===== config.mk =====
export PLATFORM = sky130hd
export DESIGN_NAME = shim_cfg_stable_sync
export DESIGN_NICKNAME = d
export VERILOG_FILES = /design/src/rtl/shim_cfg_stable_sync.sv
export SDC_FILE = /design/constraint.sdc
export NUM_CORES = 1
export LEC_CHECK = 0
export ABC_AREA = 1
export CAP_MARGIN = 5
export CELL_PAD_IN_SITES_DETAIL_PLACEMENT = 0
export CELL_PAD_IN_SITES_GLOBAL_PLACEMENT = 2
export CORE_ASPECT_RATIO = 1.1
export CORE_MARGIN = 2
export CORE_UTILIZATION = 31
export DETAILED_ROUTE_END_ITERATION = 6
export GPL_ROUTABILITY_DRIVEN = 0
export PLACE_DENSITY_LB_ADDON = 0.1
export SLEW_MARGIN = 20
export SYNTH_ARGS = -nofsm -noshare
export SYNTH_HDL_FRONTEND = slang
export SYNTH_SLANG_ARGS = --single-unit

===== constraint.sdc =====
create_clock -name clk -period 1.95 [get_ports clk]
set_input_delay 0.2925 -clock clk [delete_from_list [all_inputs] [get_ports clk]]
set_output_delay 0.2925 -clock clk [all_outputs]
set_load 0.02 [all_outputs]

===== src/rtl/shim_cfg_stable_sync.sv =====
// Multi-channel config shim that carries quasi-static fields across a clock domain crossing.
// A field is committed to dout only after it has been seen unchanged for STABLE_CYCLES cycles.
module shim_cfg_stable_sync #(
    parameter int NUM_CH        = 5,
    parameter int WIDTH         = 32,
    parameter int STABLE_CYCLES = 4,
    parameter logic [NUM_CH*WIDTH-1:0] DEFAULTS = '0
) (
    input  logic                    clk,
    input  logic                    rst,
    input  logic [NUM_CH*WIDTH-1:0] din,
    input  logic                    lock,
    output logic [NUM_CH*WIDTH-1:0] dout,
    output logic [NUM_CH-1:0]       stable,
    output logic [NUM_CH-1:0]       update
);

    localparam int CW = $clog2(STABLE_CYCLES + 1);
    localparam logic [CW-1:0] CNT_MAX = CW'(STABLE_CYCLES);

    for (genvar i = 0; i < NUM_CH; i++) begin : g_ch
        logic [WIDTH-1:0] s1;
        logic [WIDTH-1:0] s2;
        logic [WIDTH-1:0] prev;
        logic [WIDTH-1:0] held;
        logic [CW-1:0]    cnt;
        logic             upd;
        logic             commit;

        // Only prev is ever copied into held, and only after cnt proves it has not
        // moved for STABLE_CYCLES+1 samples, so incoherent bit skew never reaches dout.
        assign commit = stable[i] && !lock && (prev != held);

        always_ff @(posedge clk) begin
            if (rst) begin
                s1   <= DEFAULTS[i*WIDTH +: WIDTH];
                s2   <= DEFAULTS[i*WIDTH +: WIDTH];
                prev <= DEFAULTS[i*WIDTH +: WIDTH];
                held <= DEFAULTS[i*WIDTH +: WIDTH];
                cnt  <= '0;
                upd  <= 1'b0;
            end else begin
                s1   <= din[i*WIDTH +: WIDTH];
                s2   <= s1;
                prev <= s2;
                if (s2 != prev) begin
                    cnt <= '0;
                end else if (cnt < CNT_MAX) begin
                    cnt <= cnt + CW'(1);
                end
                if (commit) begin
                    held <= prev;
                end
                upd <= commit;
            end
        end

        assign stable[i]                 = (cnt == CNT_MAX);
        assign update[i]                 = upd;
        assign dout[i*WIDTH +: WIDTH]    = held;
    end

endmodule

==> impl_metrics.ini <==
[detailed_routing]
initialDrtViolationCount = 811
drtAntennaViolNets = 0
vias = 20400
drt_wl_total_um = 70200
first_pass_iters = 5
avgViaCountPerCell = 4.22
drc = 0
wire_per_inst_um = 14.5

[finish]
fillers = 8604
nets = 3899
final_cells = 4848
area_growth_pct = 27.2
drive_gt1_share_pct = 6.48

[synth]
yosysMostFrequentCell = nor2_1
dominantRegCellSynth = dfxtp_1
yosysSeqAreaShare_pct = 51.8
synth_area_um2 = 25500
synth_nets = 3599
synth_top_cell_area_share_pct = 51.8
ys_top_cells_by_count = nor2_1 (752), inv_1 (669), dfxtp_1 (660)
synth-async-reset-ratio_pct = 0
synthTopCellsByArea = dfxtp_1 (52%), nor2_1 (11%), inv_1 (9.8%)
syn-mean-instance-area_um2 = 7.45
syn_inst = 3426
synth_seq_cells = 660
synth_warnings = 0
synth_edf_count = 0
ys_types = 25
yosys.area.top_type = dfxtp_1

[critical_path]
worst_path_max_delay_cell = clkdlybuf4s50_1
endpoint_kind = output port
path_depth = 1
start_kind = flip-flop
required_ns = 1.66
worstRegToRegCells = 9
cp_num_buf_inv = 1
worst-setup-path-type = reg2out
arrival_ns = 1.61
path_cells = clkdlybuf4s50_1
critical-path-top-delay-family = buffers and inverters
crit_fanout = 3
max_stage_delay_ns = 0.63

[grt]
grt_pass1_vias = 20200
grt_max_degree = 136
grt_overflow = 0
antenna_found_initial = 0
grt_pass1_wl_um = 111000
groute.usage.overall_pct = 16.5

[clock_network]
clock_latency_ns = 0.60
cts-root-buf = clkbuf_16
htreeDepth = 3
cts_tree = built
path_clk_slew_ns = 0.06
cts_buffer_depth = 3
cts_sinks = 660
cts_inserted_buffers = 77

[floorplan]
rows = 110
core-area_um2 = 81800
die-area_um2 = 84600
die_w_um = 278
io_pins = 333
initial_core_util_pct = 31.2
fp.dieH_um = 305

[min_path]
min_path_type = in2reg
min_path_cells = 3

[status]
outcome = finished clean

[timing]
holdWs_ns = 0.204
hold_viol = 0
maxSlewViolCount = 0
max_slew_margin_pct = 53.4
skew_ns = 0.0283
setup_viol = 0
finalCritPeriodShare_pct = 97.4
rsz0062_at_grt = no
fmax_mhz = 526
min_period_ns = 1.90
worst_slew_pin_slew_ns = 0.699
tns_ns = 0

[power]
internal-power_mw = 23.8
power_density_nw_per_um2 = 952
seqPwrFrac_pct = 45.7
pwr-share-clk_pct = 47.8
ir_drop_v = 0.000500
netSwitchingFraction_pct = 23.1
p_leak_nw = 15.1
power_mw = 30.9
p_switching_mw = 7.13
combPwrFrac_pct = 6.6

[placement]
portBuffers = 332
hpwl_um = 49200
dp.cells = 4709

[flow_run]
max_cap_violations = 0
## cells by family after synthesis
kind of cell	share of synthesized area, %
AND/OR/NAND/NOR	23.5
buffers and inverters	13.2
flip-flops	51.8
AO/OA/AOI/OAI	4.96
multiplexers	0.196
XOR/XNOR	5.87
adder cells (fa/ha/maj)	0.490
## area by class of cell
cell class              instances  area, um^2  area share [%]
repair buffers                367        3660            11.3
clock inverters                32         415            1.28
diodes                          1        2.50         0.00771
well taps                    1064        1330            4.10
flip-flops and latches        660       13200            40.7
multi-input cells            1912        8990            27.7
inverters                     708        2660            8.20
clock buffers                 104        2190            6.74
## registers in the layout, summed over array words and instances (netlist names)
name,cells
g_ch.held,160
g_ch.prev,160
g_ch.s1,160
g_ch.s2,160
g_ch.cnt,15
g_ch.upd,5
## final timing paths
path	start	endpoint	slack [ns]
min reg2reg	g_ch[2].s1[30]$_SDFF_PP0_	g_ch[2].s2[30]$_SDFF_PP0_	0.39
min	din[23]	g_ch[0].s1[23]$_SDFF_PP0_	0.20
max	g_ch[3].held[4]$_SDFFE_PP0P_	dout[100]	0.05
max reg2reg	g_ch[1].held[9]$_SDFFE_PP0P_	g_ch[1].held[7]$_SDFFE_PP0P_	0.20
## power by group through the flow
stage | registers (mW) | logic, mW | clock network, mW
5_1_grt | 14.1 | 2.31 | 15.9
3_5_place_dp | 14.4 | 2.07 | 0
2_1_floorplan | 14.3 | 1.28 | 0
4_1_cts | 14.1 | 2.09 | 15.4
3_3_place_gp | 14.4 | 2.07 | 0
6_report | 14.1 | 2.03 | 14.8
## through the flow
stage	setup WS, ns	util (%)	instance area [um^2]
2_1_floorplan	0.416	-	25500
3_3_place_gp	0.212	36.7	30000
3_5_place_dp	0.176	36.7	30000
4_1_cts	0.00187	39.7	32400
5_1_grt	0.00132	39.7	32500
6_report	0.0501	39.7	32500
## cell usage in the layout (no fill, tap or decap), drive strengths merged, types with 6 or more instances in the layout
cell / synthesis / final
o21ai: 6 / 6
nand4: 18 / 18
clkdlybuf4s50: 0 / 173
ha: 10 / 10
xnor2: 128 / 128
nor3: 28 / 28
clkinv: 0 / 15
xor2: 43 / 43
o22ai: 54 / 54
dlymetal6s2s: 0 / 13
buf: 97 / 39
a21oi: 168 / 168
inv: 708 / 710
clkinvlp: 0 / 6
dfxtp: 660 / 660
nand2: 521 / 521
nor2: 752 / 752
nand3: 170 / 170
clkbuf: 49 / 104
bufinv: 0 / 9
dlygate4sd2: 0 / 140
## routing by layer
metal | share of wire [%] | vias up | GRT usage [%]
li1 | - | 10700 | -
met5 | 0 | - | 0
met3 | 5.2 | 87 | 3.84
met4 | 1.9 | 0 | 4.37
met2 | 47 | 353 | 28.1
met1 | 46 | 9292 | 20.8
## timing repair
item | 4_1_cts | 5_1_grt
hold buffers | 1 | 0
gates resized for setup | 165 | 20
setup endpoints to repair | 145 | 19
endpoints found under the hold margin | 6 | 0
buffers inserted | 1 | 0
Note: power is estimated with default switching activity, not from simulation.
